## src/rtl/seg_window_display.sv

```systemverilog
// Time-multiplexed seven-segment driver showing a sliding window of a wide hex value
// on fewer physical digits, with manual paging or automatic circular scrolling.
module seg_window_display #(
  parameter int unsigned PHYS_DIGITS   = 4,
  parameter int unsigned LOG_DIGITS    = 7,
  parameter int unsigned GAP           = 1,
  parameter int unsigned SCAN_CYCLES   = 4096,
  parameter int unsigned SCROLL_CYCLES = 6250000,
  localparam int unsigned NPOS  = LOG_DIGITS + GAP,
  localparam int unsigned OFF_W = (NPOS > 1) ? $clog2(NPOS) : 1
) (
  input  logic                    clk,
  input  logic                    rst,
  input  logic [4*LOG_DIGITS-1:0] value,
  input  logic [LOG_DIGITS-1:0]   blank,
  input  logic [LOG_DIGITS-1:0]   dp_mask,
  input  logic                    load,
  input  logic                    mode,
  input  logic                    page_next,
  output logic [PHYS_DIGITS-1:0]  an,
  output logic [6:0]              seg,
  output logic                    dp,
  output logic [OFF_W-1:0]        offset
);

  localparam int unsigned SCAN_W = $clog2(SCAN_CYCLES);
  localparam int unsigned IDX_W  = (PHYS_DIGITS > 1) ? $clog2(PHYS_DIGITS) : 1;
  localparam int unsigned SCR_W  = (SCROLL_CYCLES > 1) ? $clog2(SCROLL_CYCLES) : 1;

  logic [SCAN_W-1:0]       slot_cnt_q, slot_cnt_d;
  logic [IDX_W-1:0]        idx_q, idx_d;
  logic [SCR_W-1:0]        scroll_q, scroll_d;
  logic [OFF_W-1:0]        offset_q, offset_d;
  logic [OFF_W-1:0]        pos_q, pos_d;
  logic                    mode_q, mode_d;
  logic [4*LOG_DIGITS-1:0] shd_val_q, shd_val_d;
  logic [LOG_DIGITS-1:0]   shd_blank_q, shd_blank_d;
  logic [LOG_DIGITS-1:0]   shd_dp_q, shd_dp_d;
  logic [PHYS_DIGITS-1:0]  an_q, an_d;
  logic [6:0]              seg_q, seg_d;
  logic                    dp_q, dp_d;
  int unsigned             pos_sum;

  function automatic logic [6:0] hex7(input logic [3:0] n);
    case (n)
      4'h0: hex7 = 7'h40;
      4'h1: hex7 = 7'h79;
      4'h2: hex7 = 7'h24;
      4'h3: hex7 = 7'h30;
      4'h4: hex7 = 7'h19;
      4'h5: hex7 = 7'h12;
      4'h6: hex7 = 7'h02;
      4'h7: hex7 = 7'h78;
      4'h8: hex7 = 7'h00;
      4'h9: hex7 = 7'h10;
      4'hA: hex7 = 7'h08;
      4'hB: hex7 = 7'h03;
      4'hC: hex7 = 7'h46;
      4'hD: hex7 = 7'h21;
      4'hE: hex7 = 7'h06;
      4'hF: hex7 = 7'h0E;
      default: hex7 = 7'h7F;
    endcase
  endfunction

  // Scan timing, window offset control and per-slot digit selection
  always_comb begin
    slot_cnt_d  = slot_cnt_q + SCAN_W'(1);
    idx_d       = idx_q;
    scroll_d    = scroll_q;
    offset_d    = offset_q;
    pos_d       = pos_q;
    mode_d      = mode;
    shd_val_d   = shd_val_q;
    shd_blank_d = shd_blank_q;
    shd_dp_d    = shd_dp_q;
    an_d        = '1;
    seg_d       = 7'h7F;
    dp_d        = 1'b1;
    pos_sum     = 32'(offset_q) + 32'(idx_q);

    if (pos_sum >= NPOS) pos_sum = pos_sum - NPOS;

    if (slot_cnt_q == SCAN_W'(SCAN_CYCLES - 1)) begin
      slot_cnt_d = '0;
      idx_d      = (idx_q == IDX_W'(PHYS_DIGITS - 1)) ? '0 : idx_q + IDX_W'(1);
    end

    if (load) begin
      shd_val_d   = value;
      shd_blank_d = blank;
      shd_dp_d    = dp_mask;
    end

    // A mode change restarts the window before paging or scrolling can act
    if (mode != mode_q) begin
      offset_d = '0;
      scroll_d = '0;
    end else if (!mode) begin
      scroll_d = '0;
      if (page_next) begin
        if (32'(offset_q) + PHYS_DIGITS >= LOG_DIGITS) offset_d = '0;
        else offset_d = offset_q + OFF_W'(PHYS_DIGITS);
      end
    end else if (scroll_q == SCR_W'(SCROLL_CYCLES - 1)) begin
      scroll_d = '0;
      offset_d = (offset_q == OFF_W'(NPOS - 1)) ? '0 : offset_q + OFF_W'(1);
    end else begin
      scroll_d = scroll_q + SCR_W'(1);
    end

    // Ghost-blanking cycle latches the slot's logical position so it stays stable
    if (slot_cnt_q == '0) begin
      pos_d = OFF_W'(pos_sum);
    end else begin
      an_d = ~(PHYS_DIGITS'(1) << idx_q);
      for (int unsigned i = 0; i < LOG_DIGITS; i++) begin
        if (pos_q == OFF_W'(i) && !shd_blank_q[i]) begin
          seg_d = hex7(shd_val_q[4*i +: 4]);
          dp_d  = ~shd_dp_q[i];
        end
      end
    end
  end

  always_ff @(posedge clk) begin
    if (rst) begin
      slot_cnt_q  <= '0;
      idx_q       <= '0;
      scroll_q    <= '0;
      offset_q    <= '0;
      pos_q       <= '0;
      mode_q      <= 1'b0;
      shd_val_q   <= '0;
      shd_blank_q <= '1;
      shd_dp_q    <= '0;
      an_q        <= '1;
      seg_q       <= 7'h7F;
      dp_q        <= 1'b1;
    end else begin
      slot_cnt_q  <= slot_cnt_d;
      idx_q       <= idx_d;
      scroll_q    <= scroll_d;
      offset_q    <= offset_d;
      pos_q       <= pos_d;
      mode_q      <= mode_d;
      shd_val_q   <= shd_val_d;
      shd_blank_q <= shd_blank_d;
      shd_dp_q    <= shd_dp_d;
      an_q        <= an_d;
      seg_q       <= seg_d;
      dp_q        <= dp_d;
    end
  end

  assign an     = an_q;
  assign seg    = seg_q;
  assign dp     = dp_q;
  assign offset = offset_q;

endmodule

```

## config.mk

```make
export PLATFORM = sky130hd
export DESIGN_NAME = seg_window_display
export DESIGN_NICKNAME = d
export VERILOG_FILES = /design/src/rtl/seg_window_display.sv
export SDC_FILE = /design/constraint.sdc
export NUM_CORES = 1
export LEC_CHECK = 0
export ABC_AREA = 1
export CAP_MARGIN = 20
export CORE_MARGIN = 8
export CORE_UTILIZATION = 47
export DETAILED_ROUTE_END_ITERATION = 6
export GPL_TIMING_DRIVEN = 0
export PLACE_DENSITY = 0.8
export SLEW_MARGIN = 10
export SYNTH_ARGS = -nofsm -noshare
export SYNTH_HDL_FRONTEND = slang
export SYNTH_SLANG_ARGS = --single-unit
```

## constraint.sdc

```tcl
create_clock -name clk -period 1.9 [get_ports clk]
set_clock_uncertainty 0.2 [all_clocks]
set_input_delay 0.19 -clock clk [delete_from_list [all_inputs] [get_ports clk]]
set_output_delay 0.19 -clock clk [all_outputs]
set_load 0.02 [all_outputs]
```

=== Yosys cells after proc, flatten, opt, wreduce, memory -nomap -nowiden ===
Memory sizes are Yosys's and may differ from the RTL's. A register that Yosys moved wholly into a read port is not among the register bits.
Cells that the tools add are included.

* Memory bits (read-only): 784
* Logic and storage cells: 108
* RAM bits: 0
* Latch bits: 0
* Input bits: 47
* Memories kept: 7
* Register bits after elaboration: 98
* Output and inout bits: 15

{| class="wikitable"
|+ Memories
! name !! words !! bits a word !! rd ports !! clocked after Yosys merged registers in !! wr ports !! line !! text
|-
| (name not given) || 16 || 7 || 1 || 1 || 0 || 45 || <nowiki>case (n)</nowiki>
|-
| (name not given) || 16 || 7 || 1 || 1 || 0 || 45 ||
|-
| (name not given) || 16 || 7 || 1 || 1 || 0 || 45 ||
|-
| (name not given) || 16 || 7 || 1 || 1 || 0 || 45 ||
|-
| (name not given) || 16 || 7 || 1 || 1 || 0 || 45 ||
|-
| (name not given) || 16 || 7 || 1 || 1 || 0 || 45 ||
|-
| +1 memories || n/a || n/a || n/a || n/a || n/a || n/a ||
|}

* Divide/modulo/power cells: 0
* Multiply operators: 0
* Equal/unequal tests: 12
* Mux-type cells: 35
* $lt $le $gt $ge: 2
* Shift operators: 1
* Bitwise logic cells: 9
* Reduce and logical (&&, ||, !) cells: 22
* Add/subtract/negate cells: 8

{| class="wikitable"
|+ Operators by type and width
! cell !! number
|-
| two-way mux 4 bit || 14
|-
| two-way mux 7 bit || 7
|-
| adder 23 x 1 -> 23 bit, second input constant || 1
|-
| == test 23 bit, second input constant || 1
|-
| two-way mux 3 bit || 6
|-
| adder 12 x 1 -> 12 bit, second input constant || 1
|-
| == test 12 bit, second input constant || 1
|-
| == test 3 bit, second input constant || 4
|-
| zero test 12 bit || 1
|-
| NOT 1 bit || 8
|-
| logical AND 1 bit || 7
|-
| zero test 1 bit || 7
|-
| two-way mux 1 bit || 7
|-
| == test 3 x 2 -> 1 bit, second input constant || 2
|-
| OR reduction 2 bit || 3
|-
| adder 3 x 2 -> 4 bit || 1
|-
| adder 3 x 3 -> 4 bit, second input constant || 1
|-
| >= comparator 4 x 3 -> 1 bit, second input constant || 1
|-
| >= comparator 4 bit, second input constant || 1
|-
| NOT 4 bit || 1
|-
| OR reduction 4 bit || 1
|-
| << shifter 1 x 2 -> 4 bit, first input constant || 1
|-
| adder 3 x 1 -> 3 bit, second input constant || 1
|-
| adder 3 bit, second input constant || 1
|-
| 10 further kinds || 10
|}

=== Depth between registers and ports, before layout ===
Gate-level depths: netlist of run 1.

* Word-level depth: 9
* Depth in mapped cells: 12
* Gate-level depth less buffers: 11

=== Least setup slack after synthesis of run 1 ===
Ideal clock, no wire load.

* Path type: in2reg
* Start: input port load
* End: register (tool-made name)
* Required time: 1.575 ns
* Setup slack: 0.084 ns
* Arrival time: 1.491 ns
* Stages: 11
* Library setup time: 0.125 ns
* Path buffers: 3
* Path through: buf_6 > inv_6 > buf_12 > nor2_1 > or3_1 > buf_2 > ha_1 > inv_1 > nor2_1 > o21ai_0 > nand3_1

{| class="wikitable"
|+ RTL lines
! element !! line !! text
|-
| from (decl) || 17 || <nowiki>input logic load,</nowiki>
|}

=== Worst setup path in the final report of run 1 ===
* Start: register offset_q[1] (netlist: offset[1])
* End: output port offset[1]

{| class="wikitable"
|+ RTL lines
! element !! line !! text
|-
| from (decl) || 33 || <nowiki>logic [OFF_W-1:0] offset_q, offset_d;</nowiki>
|-
| from (signal assigned) || 144 || <nowiki>offset_q <= offset_d;</nowiki>
|-
| to (decl) || 23 || <nowiki>output logic [OFF_W-1:0] offset</nowiki>
|}

No word-level cell between the ends.

==> results of run 1 <==
## layout make-up
cell class,instances,area share (%)
Clock buffer,20,5.124
Inverter,123,5.237
Tap cell,216,3.032
Multi-Input combinational cell,711,43.55
Sequential cell,147,33.03
Timing Repair Buffer,61,6.851
Buffer,25,1.951
Clock inverter,12,1.221
## worst paths after layout
path	start	end	slack, ns	cells past startpoint
hold reg to reg	slot_cnt_q[0]	slot_cnt_q[0]	0.23	1
setup reg to reg	shd_val_q[1]	flip-flop	0.11	8
hold / removal	rst	shd_val_q[10]	0.07	4
setup / recovery	offset[1]	offset[1]	0.11	1
## Yosys cell counts (2+ instances only)
cell                       instances  area, sq um
sky130_fd_sc_hd__nand2_1         218        818.3
sky130_fd_sc_hd__nor2_1          163        611.8
sky130_fd_sc_hd__dfxtp_1         147         2943
sky130_fd_sc_hd__inv_1           105        394.1
sky130_fd_sc_hd__nand3_1          68        340.3
sky130_fd_sc_hd__ha_1             54        675.7
sky130_fd_sc_hd__o21ai_0          41        205.2
sky130_fd_sc_hd__a21oi_1          30        150.1
sky130_fd_sc_hd__o21ai_1          21        105.1
sky130_fd_sc_hd__inv_2            17        63.81
sky130_fd_sc_hd__nor3_1           15        75.07
sky130_fd_sc_hd__buf_2            14        70.07
sky130_fd_sc_hd__nand4_1          14        87.58
sky130_fd_sc_hd__xor2_1           11        96.34
sky130_fd_sc_hd__o21a_1           10        75.07
sky130_fd_sc_hd__nand2_2           8        50.05
sky130_fd_sc_hd__or3_1             7        43.79
sky130_fd_sc_hd__o21ai_4           6        97.59
sky130_fd_sc_hd__nor2_2            5        31.28
sky130_fd_sc_hd__nor3_2            5        50.05
sky130_fd_sc_hd__or2_1             5        31.28
sky130_fd_sc_hd__buf_6             4        45.04
sky130_fd_sc_hd__o21ai_2           4        35.03
sky130_fd_sc_hd__o22ai_1           4        25.02
sky130_fd_sc_hd__xnor2_1           4        35.03
sky130_fd_sc_hd__buf_4             3        22.52
sky130_fd_sc_hd__clkbuf_1          3        11.26
sky130_fd_sc_hd__nand3b_1          3        22.52
sky130_fd_sc_hd__or2_2             3        18.77
sky130_fd_sc_hd__nor4_2            2        25.02
## metal layers
metal / vias to the layer above / share of wire (%)
met4: 0 / 2.5
met2: 192 / 47
met3: 37 / 5.6
met1: 3053 / 45
li1: 3346 / -
met5: - / 0
## layout by cell type, fill, tap and decap left out, drive strengths merged, types with 2 or more instances in the layout
| master | instances |
|---|---|
| nor3b | 2 |
| clkinvlp | 5 |
| dlymetal6s2s | 2 |
| o21a | 10 |
| xor2 | 11 |
| xnor2 | 4 |
| nand3b | 3 |
| nor4 | 3 |
| a21oi | 30 |
| buf | 22 |
| ha | 54 |
| clkinv | 6 |
| o22ai | 4 |
| clkbuf | 25 |
| nand2 | 227 |
| dfxtp | 147 |
| o21ai | 72 |
| inv | 123 |
| clkdlybuf4s50 | 57 |
| or3 | 7 |
| nand4 | 14 |
| nand3 | 69 |
| nor3 | 21 |
| or2 | 8 |
| nor2 | 168 |
## what timing repair did
action / CTS / global route
resized for setup: 0 / 24
buffers inserted: 0 / 2
setup endpoints to repair: 0 / 44
## through the flow
stage                     cells  utilization [%]   TNS, ns  hold slack [ns]
after floorplan            1005                -         0           0.1163
after global placement     1280            52.82    -4.107           0.2207
after detailed placement   1280            52.82    -5.363           0.2282
after CTS                  1312            56.45         0          0.06146
after global routing       1315            57.14  -0.05819          0.07975
final                      1315            57.14         0          0.06801
## report_power, final
group          switching (mW)  internal (mW)
Clock                    1.33           1.86
Combinational           0.589          0.379
Sequential             0.0818           3.30
## kinds of logic (layout without fill, tap and decap cells)
kind of cell,count (synthesis),after routing
buffers and inverters,148,241
adder cells (fa/ha/maj),55,55
AND/OR/NAND/NOR,522,523
flip-flops,147,147
AO/OA/AOI/OAI,118,118
XOR/XNOR,15,15
==> metrics.log, run 1 <==
[metrics] slowest cell on the critical path: sky130_fd_sc_hd__clkdlybuf4s50_1
[metrics] highest cell delay on the worst timing path: around 0.62 ns
[metrics] maximum level of the CTS H-tree: 4
[metrics] cell area after layout: 8912 sq um
[metrics] aggregate routed wire length: 17.67 mm
[metrics] final worst setup slack: 0.1061 ns
[metrics] layer with the highest usage: met2
[metrics] RSZ-0062 raised after global routing: yes
[metrics] number of inserted filler cells in the final layout: around 1,400
[metrics] normalized max-slew margin: 64.68%
[metrics] largest family of logic cells by synthesized area: simple AND/OR/NAND/NOR gates
[metrics] deepest clock path buffer count: 2
[metrics] final setup violating endpoints: 0
[metrics] all-layer global routing usage: 17.79%
[metrics] sequential cell area fraction in the yosys report: 39.88%
[metrics] Rows: 46
[metrics] CTS root buffer: sky130_fd_sc_hd__clkbuf_16
[metrics] synthesized-area fraction occupied by ao, oa, aoi and oai cells: 9.598%
[metrics] critical path capture point type: output pin
[metrics] Setup crit start kind: flip-flop
[metrics] wire length of the first global-routing pass: 28.49 mm
[metrics] ports placed on the boundary: 62
[metrics] Total Die Area: ~20,000 sq um
[metrics] met1 Track Usage GR: 21.66%
[metrics] clock sinks: 147
[metrics] Main synth FF type: sky130_fd_sc_hd__dfxtp_1
[metrics] total power: 7.539 mW
[metrics] first-pass iteration count of the detailed router: 5
[metrics] number of standard cells after synthesis: 1,005
[metrics] clock-pin slew on the worst setup and hold paths: 0.06 ns
[metrics] synthesized area divided by synthesized cell count: approximately 7.3 sq um
[metrics] number of synthesis warnings: 0
[metrics] IO buf count: 59
[metrics] total congestion overflow: 0
[metrics] worst-case setup slack after placement: -0.3155 ns
[metrics] layout overhead on the synthesized area: 20.79%
[metrics] Largest delay share family, worst path: buffers and inverters
[metrics] DRC violations left: 0
[metrics] HPWL after DPL: 12.72 mm
[metrics] sequential cell area: 2944 sq um
[metrics] number of distinct library cell variants in the gate-level netlist after synthesis: 41
[metrics] starting DRC count in detailed routing: 510
[metrics] highest net fanout along the worst path: 3
[metrics] layout cell share with drive strength beyond 1: between 10% and 20%
[metrics] IR drop worst, VDD: between 0.0006 and 0.0007 V
[metrics] status: complete, no violations
[metrics] final number of hold-violating endpoints: 0
[metrics] number of hold buffers added after cts: 0
[metrics] met2 usage: 29.96%
[metrics] final estimated routing congestion in global placement: 0.8980
[metrics] number of maximum-capacitance violations: 0
[metrics] source-to-sink clock delay at the later pin of the worst-skew pair: 0.43 ns
[metrics] CTS Buf Count: 17
[metrics] post-synthesis adder-cell area fraction: 9.429%
[metrics] power density normalized to cell area: approximately 850 nW/um^2
[metrics] floorplan die width: 141.3 um
[metrics] post-synth design cell area: 7378 sq um
[metrics] initial standard-cell utilization of the core: 47.30%
[metrics] Multi-input gate area: roughly 3900 sq um
[metrics] via total after detailed routing: 6,628
[metrics] y dimension of the die: 141.3 um
[metrics] TritonCTS clock tree: built
[metrics] maximum number of pins on one net before global-route repair: 17
[metrics] GR Util met3: 3.999%
[metrics] n_diodes: 0
[metrics] synthesized-area fraction occupied by and/or/nand/nor cells: between 30% and 40%
[metrics] start-to-end type of the worst setup path: reg2out
[metrics] actual transition at the worst max-transition pin: 0.5258 ns
[metrics] FMAX: 557.4 MHz
[metrics] worst path buffer plus inverter count: 1
[metrics] remaining number of nets flagged by the antenna check after routing: 0
[metrics] post-synthesis share of cell area spent on xor and xnor gates: 1.781%
[metrics] share of the cycle needed by the critical path after routing: between 90% and 100%
[metrics] Synth async-reset ratio: 0%
[metrics] drt wl/cell: 13.44 um
[metrics] worst hold-check path type: in2reg
[metrics] arrival time at the worst endpoint: 1.40 ns
[metrics] initial antenna violation count: 0
[metrics] number of nets in the finished design: 1,188
[metrics] syn_nets: around 1,100
[metrics] Placed Instance Area: 8239 sq um
[metrics] vias per cell: 5.040
[metrics] core region area: 15,600 sq um
[metrics] ordered list of cells on the worst path: clkdlybuf4s50_1
[metrics] flop and latch count out of synthesis: 147
[metrics] via count of the first global-routing pass: 6,111
[metrics] number of pins with negative max-slew slack in the final report: 0
[metrics] Static Leakage: between 3 and 4 nW
[metrics] mux contribution to synthesized area: 0%
[metrics] worst endpoint required time: 1.51 ns
[metrics] number of flops mapped to enable cells by yosys: 0
[metrics] min cycle time layout: 1.794 ns
Power figures use the tool's default switching activity.
==> run 2: changes to the inputs <==
--- a/config.mk
+++ b/config.mk
@@ -11,7 +11,7 @@
 export CORE_UTILIZATION = 47
 export DETAILED_ROUTE_END_ITERATION = 6
 export GPL_TIMING_DRIVEN = 0
-export PLACE_DENSITY = 0.8
+export PLACE_DENSITY_LB_ADDON = 0.3
 export SLEW_MARGIN = 10
 export SYNTH_ARGS = -nofsm -noshare
 export SYNTH_HDL_FRONTEND = slang
==> metrics.log, run 2 (synthesis gave the netlist of run 1 again) <==
[metrics] status: complete, no violations
[metrics] initial standard-cell utilization of the core: between 40% and 50%
[metrics] critical path capture point type: flip-flop
[metrics] actual transition at the worst max-transition pin: approximately 0.5 ns
[metrics] switching part of the total: around a quarter
[metrics] Setup crit start kind: input pin
[metrics] remaining number of nets flagged by the antenna check after routing: 0
[metrics] DRC violations left: 0
[metrics] wire length of the first global-routing pass: 28.46 mm
[metrics] final worst setup slack: ~0.11 ns
[metrics] initial antenna violation count: 0
[metrics] CTS root buffer: sky130_fd_sc_hd__clkbuf_16
[metrics] layout overhead on the synthesized area: 20.47%
[metrics] min cycle time layout: 1.794 ns
[metrics] IO buf count: 59
[metrics] cell internal pwr: 5.699 mW
[metrics] slowest cell on the critical path: sky130_fd_sc_hd__nor3_2
[metrics] number of maximum-capacitance violations: 0
[metrics] all-layer global routing usage: 17.64%
[metrics] ordered list of cells on the worst path: buf_6 > inv_6 > buf_2 > nor2_1 > nor3_2 > inv_1 > ha_1 > inv_1 > nor2_1 > nor3_1 > nor2_1
[metrics] maximum level of the CTS H-tree: 4
[metrics] number of pins with negative max-slew slack in the final report: 0
[metrics] start-to-end type of the worst setup path: in2reg
[metrics] floorplan die width: roughly 140 um
[metrics] via count of the first global-routing pass: 5,908
[metrics] total congestion overflow: 0
[metrics] worst endpoint required time: 2.00 ns
[metrics] power density normalized to cell area: 851.4 nW/um^2
[metrics] n_diodes: 0
[metrics] deepest clock path buffer count: 2
[metrics] FMAX: 557.3 MHz
[metrics] Total Die Area: 19,960 sq um
[metrics] share of the cycle needed by the critical path after routing: 94.44%
[metrics] Static Leakage: 4.021 nW
[metrics] clock sinks: 147
[metrics] final estimated routing congestion in global placement: between 0.8 and 0.9
[metrics] Placed Instance Area: 8239 sq um
[metrics] combinational cell fraction of total power: 12.6%
[metrics] starting DRC count in detailed routing: 439
[metrics] aggregate routed wire length: 17.07 mm
[metrics] CTS Buf Count: 17
[metrics] clock network fraction of total power: 42.7%
[metrics] ports placed on the boundary: 62
[metrics] arrival time at the worst endpoint: 1.90 ns
[metrics] via total after detailed routing: 6,356
[metrics] Flop pwr share: between 40 and 50%
[metrics] number of hold buffers added after cts: 0
[metrics] number of nets in the finished design: roughly 1,200
[metrics] highest net fanout along the worst path: 10
[metrics] drt wl/cell: between 10 and 15 um
[metrics] IR drop worst, VDD: ~0.00075 V
[metrics] layout cell share with drive strength beyond 1: 10.29%
[metrics] worst path buffer plus inverter count: 5
[metrics] highest cell delay on the worst timing path: 0.30 ns
[metrics] library cell appearing most often on the critical path: sky130_fd_sc_hd__nor2_1
[metrics] cell area after layout: 8889 sq um
[metrics] vias per cell: 4.837
[metrics] Rows: 46
[metrics] most common cell after layout, fill and taps aside: sky130_fd_sc_hd__nand2_1
[metrics] y dimension of the die: 141.3 um
[metrics] HPWL after DPL: 12.53 mm
[metrics] switching power summed over all nets: 1.868 mW
[metrics] worst-case setup slack after placement: -0.3137 ns
[metrics] Largest delay share family, worst path: simple AND/OR/NAND/NOR gates
[metrics] clock-pin slew on the worst setup and hold paths: roughly 0.06 ns
[metrics] first-pass iteration count of the detailed router: 5
[metrics] worst hold-check path type: in2reg
[metrics] normalized max-slew margin: 66.23%
[metrics] final setup violating endpoints: 0
[metrics] final number of hold-violating endpoints: 0
[metrics] source-to-sink clock delay at the later pin of the worst-skew pair: 0.41 ns
[metrics] core region area: 15,600 sq um
[metrics] commonest cells after routing, fill and taps aside: sky130_fd_sc_hd__nand2_1 (217), sky130_fd_sc_hd__nor2_1 (160), sky130_fd_sc_hd__dfxtp_1 (146)
[metrics] TritonCTS clock tree: built
[metrics] maximum number of pins on one net before global-route repair: 17
==> run 2: tightest hold or removal path, cell delays in order <==
cell                      delay [ns]
sky130_fd_sc_hd__buf_4          0.18
sky130_fd_sc_hd__nor2_2         0.08
sky130_fd_sc_hd__o21ai_4        0.09
sky130_fd_sc_hd__inv_2          0.08
==> run 2: worst paths after layout <==
| check | slack (ns) | from | cells after the start | endpoint |
|---|---|---|---|---|
| worst max register to register | 0.13 | scroll_q[16] | 8 | scroll_q[13] |
| worst min-delay path | 0.08 | rst | 4 | shd_val_q[10] |
| worst min register to register | 0.23 | slot_cnt_q[0] | 1 | slot_cnt_q[0] |
| worst max-delay path | 0.11 | load | 11 | flip-flop |
==> run 2: area by class of cell <==
type | instances | area, sq um
buffer | 25 | 168.9
clock buffer | 26 | 489.2
clock inverter | 5 | 75.07
fill | 1477 | 6709
inverter | 123 | 466.7
multi-input combinational | 711 | 3864
sequential | 147 | 2944
tap | 216 | 270.3
timing repair buffer | 61 | 610.6
==> run 2: through the flow <==
step	std cells	TNS [ns]	util, %	hold slack [ns]	total power, mW
floorplan	1005	0	-	0.1163	4.054
global placement	1280	-4.277	52.82	0.2282	4.370
detailed placement	1280	-4.771	52.82	0.2359	4.378
CTS	1311	0	56.44	0.06735	7.603
global route	1314	-0.06200	56.99	0.09981	7.929
finish	1314	0	56.99	0.08166	7.567
==> run 2: power groups by stage <==
| stage | combinational, mW | clock (mW) | sequential (mW) |
|---|---|---|---|
| finish | 0.954 | 3.23 | 3.38 |
| global route | 1.08 | 3.45 | 3.40 |
| CTS | 0.949 | 3.28 | 3.38 |
| detailed placement | 0.937 | 0 | 3.44 |
| global placement | 0.932 | 0 | 3.44 |
| floorplan | 0.624 | 0 | 3.43 |
==> run 2: routing by layer <==
metal / track usage [%] / part of all wire (%) / routed length (um)
met5: 0 / 0 / 0
met2: 27.83 / 45 / 7683
met1: 23.44 / 49 / 8338
met3: 4.435 / 4.7 / 798
met4: 4.977 / 1.4 / 244
==> run 2: what timing repair did <==
| action | in CTS | in global routing |
|---|---|---|
| gates resized for setup | 0 | 18 |
| endpoints found under the setup margin | 0 | 47 |
| buffers inserted | 0 | 2 |
==> run 3: changes to the inputs <==
--- a/config.mk
+++ b/config.mk
@@ -8,10 +8,9 @@
 export ABC_AREA = 1
 export CAP_MARGIN = 20
 export CORE_MARGIN = 8
-export CORE_UTILIZATION = 47
+export CORE_UTILIZATION = 42
 export DETAILED_ROUTE_END_ITERATION = 6
 export GPL_TIMING_DRIVEN = 0
-export PLACE_DENSITY_LB_ADDON = 0.3
 export SLEW_MARGIN = 10
 export SYNTH_ARGS = -nofsm -noshare
 export SYNTH_HDL_FRONTEND = slang
==> metrics.log, run 3 (synthesis gave the netlist of run 1 again) <==
[metrics] status: complete, no violations
[metrics] TritonCTS clock tree: built
[metrics] core region area: 17,240 sq um
[metrics] vias per cell: 4.770
[metrics] library cell appearing most often on the critical path: sky130_fd_sc_hd__nor2_1
[metrics] all-layer global routing usage: 16.68%
[metrics] actual transition at the worst max-transition pin: 0.5305 ns
[metrics] final number of hold-violating endpoints: 0
[metrics] worst-case setup slack after placement: -0.2930 ns
[metrics] ports placed on the boundary: between 60 and 70
[metrics] remaining number of nets flagged by the antenna check after routing: 0
[metrics] initial standard-cell utilization of the core: 42.81%
[metrics] cell internal pwr: 5.681 mW
[metrics] Static Leakage: 4.049 nW
[metrics] final estimated routing congestion in global placement: 0.8597
[metrics] via total after detailed routing: roughly 6,300
[metrics] HPWL after DPL: 13.00 mm
[metrics] n_diodes: 0
[metrics] drt wl/cell: 13.34 um
[metrics] Rows: 48
[metrics] final worst setup slack: around 0.12 ns
[metrics] met1 Track Usage GR: 22.50%
[metrics] met2 usage: 25.77%
[metrics] most common cell after layout, fill and taps aside: sky130_fd_sc_hd__nand2_1
[metrics] worst endpoint required time: 2.00 ns
[metrics] ordered list of cells on the worst path: nor2_1 > or3_1 > buf_2 > ha_1 > inv_1 > nor2_1 > o21ai_0 > nand3_1
[metrics] total power: 7.636 mW
[metrics] first-pass iteration count of the detailed router: 5
[metrics] highest cell delay on the worst timing path: 0.33 ns
[metrics] wire length of the first global-routing pass: roughly 29 mm
[metrics] IR drop worst, VDD: 0.0006869 V
[metrics] power density normalized to cell area: approximately 850 nW/um^2
[metrics] arrival time at the worst endpoint: 1.88 ns
[metrics] commonest cells after routing, fill and taps aside: sky130_fd_sc_hd__nand2_1 (216), sky130_fd_sc_hd__nor2_1 (158), sky130_fd_sc_hd__dfxtp_1 (144)
[metrics] number of pins with negative max-slew slack in the final report: 0
[metrics] layout overhead on the synthesized area: 21.66%
[metrics] via count of the first global-routing pass: ~6,000
[metrics] aggregate routed wire length: approximately 18 mm
[metrics] highest net fanout along the worst path: 7
[metrics] deepest clock path buffer count: 2
[metrics] start-to-end type of the worst setup path: reg2reg
[metrics] clock network fraction of total power: 43.1%
[metrics] total congestion overflow: 0
[metrics] CTS root buffer: sky130_fd_sc_hd__clkbuf_16
[metrics] CTS Buf Count: 17
[metrics] IO buf count: 59
[metrics] DRC violations left: 0
[metrics] y dimension of the die: 148.5 um
[metrics] layer with the highest usage: met2
[metrics] slowest cell on the critical path: sky130_fd_sc_hd__or3_1
[metrics] normalized max-slew margin: 64.37%
[metrics] switching part of the total: ~26%
[metrics] Total Die Area: 22,060 sq um
[metrics] min cycle time layout: around 1.8 ns
[metrics] initial antenna violation count: 0
[metrics] number of hold buffers added after cts: 0
[metrics] combinational cell fraction of total power: between 10% and 20%
[metrics] final setup violating endpoints: 0
[metrics] critical path capture point type: flip-flop
[metrics] switching power summed over all nets: 1.955 mW
[metrics] maximum number of pins on one net before global-route repair: 17
[metrics] FMAX: 560.7 MHz
[metrics] clock sinks: 147
[metrics] GR Util met3: 4.072%
[metrics] clock-pin slew on the worst setup and hold paths: approximately 0.060 ns
[metrics] starting DRC count in detailed routing: 274
[metrics] number of nets in the finished design: about 1,200
[metrics] Setup crit start kind: flip-flop
[metrics] maximum level of the CTS H-tree: 4
[metrics] share of the cycle needed by the critical path after routing: 93.87%
[metrics] floorplan die width: 148.5 um
[metrics] RSZ-0062 raised after global routing: no
[metrics] Flop pwr share: 44.2%
[metrics] worst hold-check path type: in2reg
[metrics] layout cell share with drive strength beyond 1: 11.63%
[metrics] source-to-sink clock delay at the later pin of the worst-skew pair: approximately 0.42 ns
[metrics] number of maximum-capacitance violations: 0
run 3: cell type report:
type / count / area (sq um)
plain buffers: 25 / 173.9
clock buffers: 24 / 511.7
clock inverters: 8 / 73.82
fillers: 1671 / 8260
inverters: 123 / 466.7
multi-input cells: 711 / 3896
flip-flops and latches: 147 / 2947
well taps: 225 / 281.5
repair buffers: 63 / 625.6
run 3: power by group through the flow:
| stage | sequential, mW | combinational (mW) | clock, mW |
|---|---|---|---|
| 2_1_floorplan | 3.43 | 0.624 | 0 |
| 3_3_place_gp | 3.44 | 0.950 | 0 |
| 3_5_place_dp | 3.44 | 0.952 | 0 |
| 4_1_cts | 3.37 | 0.959 | 3.37 |
| 5_1_grt | 3.40 | 1.10 | 3.49 |
| 6_report | 3.38 | 0.968 | 3.29 |
run 3: per-layer routing:
layer | wire length (um) | share of wire (%)
met4 | 252 | 1.4
met5 | 0 | 0
met1 | 8875 | 50
met3 | 647 | 3.7
met2 | 7915 | 45
run 3: worst paths after layout:
path                 startpoint             to  slack [ns]  cells past startpoint
hold reg to reg   slot_cnt_q[0]  slot_cnt_q[0]        0.24                      1
setup / recovery  shd_val_q[21]      flip-flop        0.12                      8
hold / removal              rst  shd_val_q[22]        0.08                      4
setup reg to reg  shd_val_q[21]      flip-flop        0.12                      8
run 3: stage by stage:
stage	cells	utilization, %	area (sq um)	setup TNS [ns]	hold slack (ns)
2_1_floorplan	1005	-	7378	0	0.1163
3_3_place_gp	1289	47.87	8250	-5.642	0.2251
3_5_place_dp	1289	47.87	8250	-5.659	0.2340
4_1_cts	1321	51.28	8838	0	0.06684
5_1_grt	1326	52.08	8976	0	0.09934
6_report	1326	52.08	8976	0	0.08046
run 3: what timing repair did:
action / in CTS / in global routing
pin swaps: 0 / 5
resized for setup: 1 / 29
setup endpoints to repair: 10 / 46
cloned: 0 / 1
setup buffers: 0 / 4
run 3: critical path, delay by kind of cell (launching register included):
kind	cells	cell delay, ns
compound gates	1	0.15
fa+ha+maj	1	0.24
buf+inv	2	0.26
flops	1	0.30
simple gates	4	0.51
